**src/rtl/spi_poll_sched.sv**
```systemverilog
`default_nettype none
// ============================================================================
//  Module   : spi_poll_sched
//  Purpose  : Sequencer and round-robin arbiter for a shared 40-bit SPI frame
//             engine. Generates the engine clock-enable tick and start pulse,
//             routes the engine slave-select to the granted device, returns
//             each completed frame tagged with its device index, and aborts
//             any frame that exceeds a tick-based timeout.
//  Ports    : clk, rst            - clock, synchronous active-high reset
//             req[NUM_DEV]        - poll request pulses (one per device)
//             tick, eng_start     - engine clock-enable and frame start
//             eng_ss, eng_valid,
//             eng_data[40]        - engine select, frame-done, frame data
//             ss_n[NUM_DEV]       - per-device select, active low
//             dev_sel[3], busy    - granted device, sequencer active
//             frame_valid,
//             frame_dev[3],
//             frame_data[40]      - accepted frame and its device index
//             timeout_err         - single-cycle abort pulse
//  Config   : SPI_SCHED_AUTOPOLL_EN - when defined, an empty pending set is
//             refilled with all devices, giving continuous polling.
//  Revision : 1.0 - initial release
// ============================================================================
module spi_poll_sched #(
    parameter int NUM_DEV       = 2,
    parameter int CLK_DIV       = 50,
    parameter int GAP_TICKS     = 40,
    parameter int TIMEOUT_TICKS = 1023
) (
    input  logic               clk,
    input  logic               rst,
    input  logic [NUM_DEV-1:0] req,
    output logic               tick,
    output logic               eng_start,
    input  logic               eng_ss,
    input  logic               eng_valid,
    input  logic [39:0]        eng_data,
    output logic [NUM_DEV-1:0] ss_n,
    output logic [2:0]         dev_sel,
    output logic               busy,
    output logic               frame_valid,
    output logic [2:0]         frame_dev,
    output logic [39:0]        frame_data,
    output logic               timeout_err
);

    localparam int c_DIV_W = $clog2(CLK_DIV);
    localparam int c_GAP_W = (GAP_TICKS > 1) ? $clog2(GAP_TICKS) : 1;

    typedef enum logic [2:0] {
        S_IDLE  = 3'd0,
        S_START = 3'd1,
        S_WAIT  = 3'd2,
        S_DONE  = 3'd3,
        S_GAP   = 3'd4
    } state_t;

    state_t               r_state_q, w_state_d;
    logic [c_DIV_W-1:0]   r_div_q, w_div_d;
    logic [NUM_DEV-1:0]   r_pend_q, w_pend_d;
    logic [2:0]           r_last_q, w_last_d;
    logic [2:0]           r_dev_sel_q, w_dev_sel_d;
    logic [9:0]           r_tmo_q, w_tmo_d;
    logic [c_GAP_W-1:0]   r_gap_q, w_gap_d;
    logic                 r_rereq_q, w_rereq_d;
    logic [2:0]           r_frame_dev_q;
    logic [39:0]          r_frame_data_q;

    logic                 w_tick;
    logic [NUM_DEV-1:0]   w_req_vis;
    logic [NUM_DEV-1:0]   w_sel_oh;
    logic [NUM_DEV-1:0]   w_clr;
    logic [NUM_DEV-1:0]   w_pend_base;
    logic                 w_found;
    logic [2:0]           w_win;
    logic                 w_cap;
    logic                 w_refill;

    // Free-running tick divider
    assign w_tick  = (r_div_q == c_DIV_W'(CLK_DIV - 1));
    assign w_div_d = w_tick ? '0 : r_div_q + c_DIV_W'(1);

    // Requests arriving this cycle are visible to the arbiter immediately so
    // an idle sequencer grants on the same edge that latches the request.
    assign w_req_vis = r_pend_q | req;

    always_comb begin
        w_sel_oh = '0;
        for (int i = 0; i < NUM_DEV; i++) begin
            w_sel_oh[i] = (r_dev_sel_q == 3'(i));
        end
    end

    // Round-robin search starting just after the last granted device
    always_comb begin : p_arb
        logic [3:0] idx;
        w_found = 1'b0;
        w_win   = '0;
        idx     = '0;
        for (int k = 1; k <= NUM_DEV; k++) begin
            idx = {1'b0, r_last_q} + 4'(k);
            if (idx >= 4'(NUM_DEV)) begin
                idx = idx - 4'(NUM_DEV);
            end
            for (int i = 0; i < NUM_DEV; i++) begin
                if (!w_found && (idx == 4'(i)) && w_req_vis[i]) begin
                    w_found = 1'b1;
                    w_win   = 3'(i);
                end
            end
        end
    end

    // Sequencer next-state and pulse outputs
    always_comb begin
        w_state_d   = r_state_q;
        w_last_d    = r_last_q;
        w_dev_sel_d = r_dev_sel_q;
        w_tmo_d     = r_tmo_q;
        w_gap_d     = r_gap_q;
        w_clr       = '0;
        w_cap       = 1'b0;
        w_refill    = 1'b0;
        eng_start   = 1'b0;
        timeout_err = 1'b0;
        frame_valid = 1'b0;
        case (r_state_q)
            S_IDLE: begin
                if (w_found) begin
                    w_dev_sel_d = w_win;
                    w_last_d    = w_win;
                    w_state_d   = S_START;
                end
`ifdef SPI_SCHED_AUTOPOLL_EN
                // Also primes the pending set after reset, when no GAP exit
                // has happened yet.
                w_refill = 1'b1;
`endif
            end
            S_START: begin
                if (w_tick) begin
                    eng_start = 1'b1;
                    w_tmo_d   = '0;
                    w_state_d = S_WAIT;
                end
            end
            S_WAIT: begin
                if (eng_valid) begin
                    w_cap     = 1'b1;
                    w_state_d = S_DONE;
                end else if (w_tick) begin
                    if (r_tmo_q == 10'(TIMEOUT_TICKS - 1)) begin
                        timeout_err = 1'b1;
                        w_clr       = w_sel_oh;
                        w_gap_d     = '0;
                        w_state_d   = S_GAP;
                    end else begin
                        w_tmo_d = r_tmo_q + 10'd1;
                    end
                end
            end
            S_DONE: begin
                frame_valid = 1'b1;
                w_clr       = w_sel_oh;
                w_gap_d     = '0;
                w_state_d   = S_GAP;
            end
            S_GAP: begin
                if (w_tick) begin
                    if (r_gap_q == c_GAP_W'(GAP_TICKS - 1)) begin
                        w_state_d = S_IDLE;
`ifdef SPI_SCHED_AUTOPOLL_EN
                        w_refill  = 1'b1;
`endif
                    end else begin
                        w_gap_d = r_gap_q + c_GAP_W'(1);
                    end
                end
            end
            default: begin
                w_state_d = S_IDLE;
            end
        endcase
    end

    // A request for the active device would otherwise be swallowed by the
    // clear at frame end; remember it and re-set the bit as it clears.
    always_comb begin
        w_rereq_d = 1'b0;
        if ((r_state_q == S_START || r_state_q == S_WAIT) && (w_clr == '0)) begin
            w_rereq_d = r_rereq_q | (|(req & w_sel_oh));
        end
    end

    // Set wins over clear on the same bit
    assign w_pend_base = (r_pend_q & ~w_clr) | req | (w_clr & {NUM_DEV{r_rereq_q}});
    assign w_pend_d    = (w_refill && (w_pend_base == '0)) ? '1 : w_pend_base;

    always_ff @(posedge clk) begin
        if (rst) begin
            r_state_q      <= S_IDLE;
            r_div_q        <= '0;
            r_pend_q       <= '0;
            r_last_q       <= 3'(NUM_DEV - 1);
            r_dev_sel_q    <= '0;
            r_tmo_q        <= '0;
            r_gap_q        <= '0;
            r_rereq_q      <= 1'b0;
            r_frame_dev_q  <= '0;
            r_frame_data_q <= '0;
        end else begin
            r_state_q   <= w_state_d;
            r_div_q     <= w_div_d;
            r_pend_q    <= w_pend_d;
            r_last_q    <= w_last_d;
            r_dev_sel_q <= w_dev_sel_d;
            r_tmo_q     <= w_tmo_d;
            r_gap_q     <= w_gap_d;
            r_rereq_q   <= w_rereq_d;
            if (w_cap) begin
                r_frame_dev_q  <= r_dev_sel_q;
                r_frame_data_q <= eng_data;
            end
        end
    end

    // Engine select reaches only the granted device while a frame is open
    always_comb begin
        ss_n = '1;
        if (r_state_q == S_START || r_state_q == S_WAIT) begin
            ss_n = ~(w_sel_oh & {NUM_DEV{~eng_ss}});
        end
    end

    assign tick       = w_tick;
    assign busy       = (r_state_q != S_IDLE);
    assign dev_sel    = r_dev_sel_q;
    assign frame_dev  = r_frame_dev_q;
    assign frame_data = r_frame_data_q;

endmodule
`default_nettype wire

```
**config.mk**
```make
export PLATFORM = sky130hd
export DESIGN_NAME = spi_poll_sched
export DESIGN_NICKNAME = d
export VERILOG_FILES = /design/src/rtl/spi_poll_sched.sv
export SDC_FILE = /design/constraint.sdc
export NUM_CORES = 1
export LEC_CHECK = 0
export ABC_CLOCK_PERIOD_IN_PS = 1870
export CORE_MARGIN = 2
export CORE_UTILIZATION = 42
export CTS_CLUSTER_DIAMETER = 60
export DETAILED_ROUTE_END_ITERATION = 7
export GPL_TIMING_DRIVEN = 0
export PLACE_DENSITY = 0.77
export SLEW_MARGIN = 20
export SYNTH_ARGS = -nofsm -noshare
export SYNTH_HDL_FRONTEND = slang
export SYNTH_SLANG_ARGS = --single-unit
```
**constraint.sdc**
```tcl
create_clock -name clk -period 1.87 [get_ports clk]
set_input_delay 0.561 -clock clk [delete_from_list [all_inputs] [get_ports clk]]
set_output_delay 0.561 -clock clk [all_outputs]
set_load 0.005 [all_outputs]
```
Yosys cells after proc, flatten, opt, wreduce, memory -nomap -nowiden --
Cells that the tools add are included.
Word-level totals: logic and storage cells 121, register bits after elaboration 77, output and inout bits 53
Cells by class: muxes and demuxes 42, $lt $le $gt $ge 2, add/subtract/negate cells 7, equal/unequal tests 21, reductions and logical operators 27, bitwise operators 12
Operators by type and width (number):
- $mux 10 | 4
- $mux 6 | 5
- $mux 3 | 9
- $pmux 10 s2 | 1
- $ne 2x2->1 const B | 9
- $pmux 6 s3 | 1
- $pmux 3 s5 | 1
- $mux 1 | 14
- $add 6x1->6 const B | 2
- $eq 6x6->1 const B | 2
- $reduce_and 6->1 | 2
- $add 10x1->10 const B | 1
- $eq 10x10->1 const B | 1
- $and 2x2->2 | 4
- $eq 4x1->1 const B | 2
- $ge 4x2->1 const B | 2
- $logic_and 1x1->1 | 8
- $logic_not 4->1 | 2
- $mux 2 | 4
- $mux 4 | 2
- $sub 4x2->4 const B | 2
- $eq 3x1->1 const B | 2
- $eq 3x2->1 const B | 2
- $logic_not 3->1 | 2
- 17 further kinds | 27

Depth between registers and ports, before layout --
Gate-level depths: netlist (run 1).
depth after elaboration 20, gate-level depth with buffers 8

Worst setup path after synthesis (run 1) --
No wires, ideal clock.
kind input-to-reg, from input eng_valid, to register r_tmo_q[7], stages 7, path buffers 2, slack 81 ps, arrival time 1720 ps, required time 1800 ps, setup time 70 ps, cell sequence nand4bb_1 -> buf_2 -> nand4b_1 -> a21o_1 -> clkbuf_1 -> or3_1 -> a21oi_1
On the way: word-level cells in the longest chain between the ends 2
Ends and longest elaborated chain:
- start, declared | RTL line 36 | input logic eng_valid,
- $ne 2x2->1 (no line)
- $reduce_and 5->1 (no line)
- end signal, assigned | RTL line 217 | r_tmo_q <= w_tmo_d;
- end, declared | RTL line 63 | logic [9:0] r_tmo_q, w_tmo_d;
Every way passes these cells. A chain may end at the register's enable or synchronous reset.

Final worst setup path (run 1) --
from register r_state_q[1], to output timeout_err
On the way: word-level cells in the longest chain between the ends 2
Ends and longest elaborated chain:
- start, declared | RTL line 58 | state_t r_state_q, w_state_d;
- start signal, assigned | RTL line 212 | r_state_q <= w_state_d;
- $eq 3x2->1 | RTL line 127 | case (r_state_q)
- $mux 1 | RTL line 127
- end, declared | RTL line 44 | output logic timeout_err
Every way passes these cells.

==> impl_metrics.csv, run 1 <==
group,metric,value,unit
sta,worstMarginPinSlew,0.5082,ns
critical_path,path_class,"reg -> out",
yosys,synth_edf_count,0,
clocking,clk_pin_slew,0.08,ns
critical_path,cp_cell_sequence,"buf_6 -> or3b_4 -> nor4_4 -> buf_2",
cells_and_area,n_fill_cell,506,
cells_and_area,finalNonFillerCells,642,
sta,max-slew-margin-rel,0.6612,
critical_path,endpoint_kind,"output port",
clocking,clkSinkCount,71,
placement,placed_area,4148,µm²
sta,finalSetupViolations,25,
clocking,h-tree-depth,3,
yosys,netlist_area,3082,µm²
placement,dp.cells,577,
job,cap_violations,0,
sta,setup_ws,-0.3677,ns
floorplanning,die_h,89.66,µm
run_status,status,"finished, violations left",
floorplanning,die_area,8039,µm²
grt,grt_util_all_layers,0.2215,
yosys,avgSynthCellArea,8.067,µm²
sta,period_share,1.197,
floorplanning,io_pins,99,
cells_and_area,final_cell_mix,"91 x nand2_1, 83 x clkdlybuf4s50_1, 58 x dfxtp_1, 49 x a21oi_1, 37 x buf_4",
yosys,synth_flop_cell,"dfxtp_1",
floorplanning,fp-row-count,31,
floorplanning,initial_utilization,0.4295,
min_path,min_path_type,"reg -> reg",
clocking,clk_path_buf_depth,2,
critical_path,rrSetupSlack,-0.20,ns
floorplanning,core,7176,µm²
sta,clock.fmax,446.9,MHz
routing,vias_per_cell,5.407,
critical_path,cpPeakStageDelay,0.41,ns
cells_and_area,layout_commonest_cell,"nand2_1",
routing,num_vias,3471,
routing,drtIter0Drc,256,
cells_and_area,fin_area,5276,µm²
grt,antenna_found_initial,0,
sta,slew_violations,0,
yosys,async_reset_ff_frac,0,
placement,dp_slack,-0.7249,ns
grt,grt_max_degree,14,
placement,place.gp.congestion,0.7978,
routing,final_antenna_net_count,0,
routing,finalWirelength,11040,µm
yosys,syn_inst,382,
yosys,ys_warn_count,0,
cells_and_area,drive_gt1_frac,0.2891,
floorplanning,dieWidth,89.66,µm
critical_path,crit_arrival,1.68,ns
critical_path,cp_top_family,"simple AND/OR/NAND/NOR gates",
cells_and_area,nets,589,
yosys,ys_ff_latch,71,
cells_and_area,diodes,0,
power,power.leakage,1.908,nW
yosys,ys_seq_area_frac,0.4612,
placement,dpl.hpwl,5554,µm
sta,finClkSkew,0.01306,ns
critical_path,cp_max_fo,6,
critical_path,worst-path-buf-inv,2,
sta,rsz0062_at_grt,"true",
grt,grt_pass1_vias,2960,
clocking,cts_buffers,9,
power,power_density,929.9,nW/µm²
clocking,root_buffer,"clkbuf_8",
routing,drc_errors,0,
clocking,clk_latency,0.35,ns
routing,post_drt_wl_per_cell,17.19,µm
cells_and_area,syn_to_final_growth,71.21,%
placement,port_buffers,93,
yosys,synth.distinct_cells,53,
grt,overflow,0,
sta,hold_viol_final,0,
critical_path,cpMaxStageDelayCell,"or3b_4",
power,vdd_drop_max,0.4866,mV
grt,grt_pass1_wl,13570,µm
run_status,violations,"negative setup slack",
sta,fin_crit,2.238,ns
routing,first_pass_iters,4,
clocking,cts_tree,"yes",
critical_path,critPathLaunchType,"register",
critical_path,worstPathRequired,1.31,ns
[tightest hold or removal path, stage by stage, from the launching register on]
cell     delay, ns
dfxtp_1       0.31
nand2_1       0.05
a21oi_1       0.05
[path summary, 6_finish.rpt]
| path | from | end | cells past startpoint |
|---|---|---|---|
| min reg2reg | frame_data[21]$_SDFFE_PP0P_ | frame_data[21]$_SDFFE_PP0P_ | 2 |
| min | frame_data[21]$_SDFFE_PP0P_ | frame_data[21]$_SDFFE_PP0P_ | 2 |
| max | r_state_q[1]$_SDFFE_PP0P_ | timeout_err | 4 |
| max reg2reg | r_div_q[3]$_SDFF_PP0_ | r_gap_q[1]$_SDFFE_PP0P_ | 11 |
[cells by family (layout without fill, tap and decap cells)]
| kind of cell | after synthesis | after routing | share of synthesized area |
|---|---|---|---|
| mux | 4 | 4 | 0.01380 |
| flops | 71 | 71 | 0.4612 |
| compound gates | 91 | 91 | 0.1681 |
| simple gates | 170 | 170 | 0.2627 |
| other cells | 1 | 4 | 0.001217 |
| buf+inv | 33 | 191 | 0.05278 |
| fa+ha+maj | 5 | 5 | 0.02030 |
| xor+xnor | 7 | 7 | 0.01989 |
[report_power, final]
part / switching [mW] / internal [mW]
combinational: 0.785 / 0.837
clock: 0.618 / 0.930
sequential: 0.0966 / 1.64
total: 1.50 / 3.41
[cells in the mapped netlist, types with 2 or more instances]
master | count | area (µm²)
nand2_1 | 95 | 356.6
dfxtp_1 | 71 | 1421
a21oi_1 | 55 | 275.3
nor2_1 | 18 | 67.56
clkbuf_1 | 13 | 48.80
nor3_1 | 12 | 60.06
o21ai_0 | 12 | 60.06
buf_2 | 7 | 35.03
nand3_1 | 7 | 35.03
inv_1 | 6 | 22.52
o31ai_1 | 6 | 45.04
ha_1 | 5 | 62.56
or3_1 | 5 | 31.28
xnor2_1 | 5 | 43.79
buf_4 | 4 | 30.03
a2111oi_0 | 3 | 26.28
and2_1 | 3 | 18.77
nand2b_1 | 3 | 18.77
nand3b_1 | 3 | 22.52
nand4_1 | 3 | 18.77
nor2b_1 | 3 | 18.77
a211oi_1 | 2 | 15.01
a21o_1 | 2 | 15.01
a31oi_1 | 2 | 12.51
and3_1 | 2 | 12.51
buf_6 | 2 | 22.52
mux2i_1 | 2 | 20.02
nand4bb_1 | 2 | 22.52
nor4_1 | 2 | 12.51
o211ai_1 | 2 | 15.01
o21ai_1 | 2 | 10.01
xor2_1 | 2 | 17.52
[sequential cells by signal, indices dropped and copies added, names as in the netlist]
register	flops
dev_sel	1
r_pend_q	2
r_div_q	6
r_last_q	1
r_tmo_q	10
r_state_q	3
r_gap_q	6
frame_dev	1
frame_data	40
r_rereq_q	1
[layout make-up]
| cell class | count | area [µm²] | area share |
|---|---|---|---|
| inverter | 7 | 33.78 | 0.006403 |
| clock buffer | 10 | 137.6 | 0.02608 |
| buffer | 25 | 162.7 | 0.03083 |
| tap | 99 | 123.9 | 0.02348 |
| timing repair buffer | 143 | 1384 | 0.2623 |
| clock inverter | 6 | 115.1 | 0.02182 |
| sequential | 71 | 1450 | 0.2748 |
| multi-input combinational | 281 | 1869 | 0.3543 |
[through the flow]
stage            util  power, mW  TNS [ns]  hold WS [ns]
6_report       0.7353      4.906    -3.354        0.4543
5_1_grt        0.7353      5.091    -4.776        0.4759
4_1_cts        0.6659      4.448    -3.587        0.4564
3_5_place_dp   0.5780      2.673    -25.51        0.4461
3_3_place_gp   0.5780      2.643    -22.98        0.4408
2_1_floorplan       -      2.238         0        0.4526
[what timing repair did]
action / in CTS / in global routing
gates cloned: 1 / 0
hold buffers: 0 / 0
resized for setup: 88 / 82
setup endpoints to repair: 63 / 70
buffers inserted: 25 / 26
pin swaps: 23 / 35
[metal layers]
layer	GRT usage	routed length (µm)	vias to the layer above
li1	-	-	1624
met1	0.2602	4343	1620
met2	0.3710	5298	178
met3	0.06124	848	49
met4	0.1099	546	0
met5	0	0	-
Note: power is estimated with default switching activity, not from simulation.
==> run 2: changes to the inputs <==
--- a/config.mk
+++ b/config.mk
@@ -5,14 +5,13 @@
 export SDC_FILE = /design/constraint.sdc
 export NUM_CORES = 1
 export LEC_CHECK = 0
-export ABC_CLOCK_PERIOD_IN_PS = 1870
+export ABC_CLOCK_PERIOD_IN_PS = 1950
 export CORE_MARGIN = 2
 export CORE_UTILIZATION = 42
 export CTS_CLUSTER_DIAMETER = 60
 export DETAILED_ROUTE_END_ITERATION = 7
 export GPL_TIMING_DRIVEN = 0
 export PLACE_DENSITY = 0.77
-export SLEW_MARGIN = 20
 export SYNTH_ARGS = -nofsm -noshare
 export SYNTH_HDL_FRONTEND = slang
 export SYNTH_SLANG_ARGS = --single-unit
==> constraint.sdc (replaced) <==
create_clock -name clk -period 1.95 [get_ports clk]
set_input_delay 0.585 -clock clk [delete_from_list [all_inputs] [get_ports clk]]
set_output_delay 0.585 -clock clk [all_outputs]
set_load 0.005 [all_outputs]
==> impl_metrics.csv, run 2 (synthesis gave the netlist of run 1 again) <==
group,metric,value,unit
critical_path,cpPeakStageDelay,0.41,ns
sta,fin_tns_setup,-1.102,ns
sta,clock.fmax,443.2,MHz
floorplanning,dieWidth,89.66,µm
cells_and_area,fin_area,4995,µm²
floorplanning,io_pins,99,
grt,grt_max_degree,14,
clocking,clk_latency,0.35,ns
grt,overflow,0,
min_path,min_path_type,"reg -> reg",
critical_path,cp_cell_sequence,"buf_6 -> or3b_4 -> nor4_4 -> buf_2",
critical_path,worstPathRequired,1.36,ns
routing,finalWirelength,9801,µm
critical_path,cp_max_fo,7,
sta,finalSetupViolations,13,
critical_path,cp_top_family,"simple AND/OR/NAND/NOR gates",
clocking,clk_path_buf_depth,2,
clocking,root_buffer,"clkbuf_8",
sta,rsz0062_at_grt,"true",
placement,dp_slack,-0.6689,ns
cells_and_area,n_fill_cell,539,
cells_and_area,final_cell_mix,"91 x nand2_1, 84 x clkdlybuf4s50_1, 60 x dfxtp_1, 50 x a21oi_1, 31 x buf_4",
routing,drc_errors,0,
placement,port_buffers,93,
clocking,clkSinkCount,71,
cells_and_area,layout_commonest_cell,"nand2_1",
critical_path,crit_arrival,1.67,ns
clocking,h-tree-depth,3,
routing,num_vias,3304,
floorplanning,die_area,8039,µm²
critical_path,critPathLaunchType,"register",
critical_path,worst-path-buf-inv,2,
critical_path,crit_start,"r_state_q[1]$_SDFFE_PP0P_",
cells_and_area,largest_register_ffs,40,
cells_and_area,drive_gt1_frac,0.2386,
cells_and_area,nets,574,
min_path,min_from,"frame_data[21]$_SDFFE_PP0P_",
sta,fin_crit,2.256,ns
cells_and_area,regArea,1440,µm²
placement,place.gp.congestion,0.7978,
critical_path,path_class,"reg -> out",
sta,worstMarginPinSlew,0.5386,ns
clocking,cts_tree,"yes",
power,vdd_drop_max,0.5738,mV
routing,vias_per_cell,5.270,
placement,dpl.hpwl,5554,µm
grt,grt_util_all_layers,0.2240,
grt,grt_pass1_vias,3013,
routing,drtIter0Drc,222,
critical_path,endpoint_kind,"output port",
routing,first_pass_iters,5,
clocking,cts_hold_buf,0,
cells_and_area,multi_input_area,1773,µm²
cells_and_area,syn_to_final_growth,62.08,%
power,power_density,900.7,nW/µm²
routing,final_antenna_net_count,0,
clocking,cts_buffers,9,
critical_path,cpMaxStageDelayCell,"or3b_4",
floorplanning,initial_utilization,0.4295,
sta,hold_slack,0.4542,ns
run_status,violations,"negative setup slack",
sta,slew_violations,0,
critical_path,worstReg2RegStart,"r_div_q[3]$_SDFF_PP0_",
run_status,status,"finished, violations left",
grt,grt_pass1_wl,13750,µm
power,power.leakage,1.776,nW
floorplanning,fp-row-count,31,
sta,hold_viol_final,0,
sta,max-slew-margin-rel,0.6382,
placement,placed_area,4148,µm²
sta,finClkSkew,0.01267,ns
sta,setup_ws,-0.3063,ns
cells_and_area,diodes,0,
job,cap_violations,0,
floorplanning,die_h,89.66,µm
floorplanning,core,7176,µm²
routing,post_drt_wl_per_cell,15.63,µm
grt,antenna_found_initial,0,
power,power.total,4.499,mW
sta,period_share,1.157,
clocking,clk_pin_slew,0.08,ns
-- run 2: final cells by class --
class,instances,share of cell area
buffer,25,0.03231
clock buffer,10,0.02756
clock inverter,6,0.02305
inverter,7,0.007766
multi-input combinational,281,0.3550
sequential,71,0.2883
tap,99,0.02480
timing repair buffer,128,0.2412
-- run 2: metrics by stage --
step | utilization | std cells
2_1_floorplan | - | 385
3_3_place_gp | 0.5780 | 577
3_5_place_dp | 0.5780 | 577
4_1_cts | 0.6574 | 615
5_1_grt | 0.6961 | 627
6_report | 0.6961 | 627
-- run 2: timing repair --
item / CTS / global route
pin swaps: 14 / 28
cloned: 0 / 2
setup buffers: 22 / 12
endpoints found under the setup margin: 59 / 64
resized for setup: 76 / 51
-- run 2: worst register-to-register path: stages, from the launching register on --
cell       delay, ns
dfxtp_2         0.32
and4bb_4        0.36
nand2_4         0.08
buf_6           0.14
clkinv_8        0.05
buf_4           0.15
a21o_1          0.18
a21oi_4         0.08
a2111oi_1       0.54
-- run 2: power breakdown --
part | switching (mW) | internal [mW]
clock | 0.586 | 0.891
sequential | 0.0897 | 1.57
combinational | 0.650 | 0.709
-- run 2: worst paths after layout --
kind / slack (ns) / endpoint / depth (start not counted)
min reg2reg: 0.45 / frame_data[21]$_SDFFE_PP0P_ / 2
max: -0.31 / timeout_err / 4
max reg2reg: -0.11 / r_state_q[1]$_SDFFE_PP0P_ / 8
min: 0.45 / frame_data[21]$_SDFFE_PP0P_ / 2
-- run 2: metal layers --
metal | part of all wire | track usage | vias up
met1 | 0.39 | 0.2618 | 1530
met4 | 0.026 | 0.1167 | 0
met5 | 0 | 0 | -
met3 | 0.086 | 0.06033 | 24
met2 | 0.50 | 0.3750 | 155
li1 | - | - | 1595
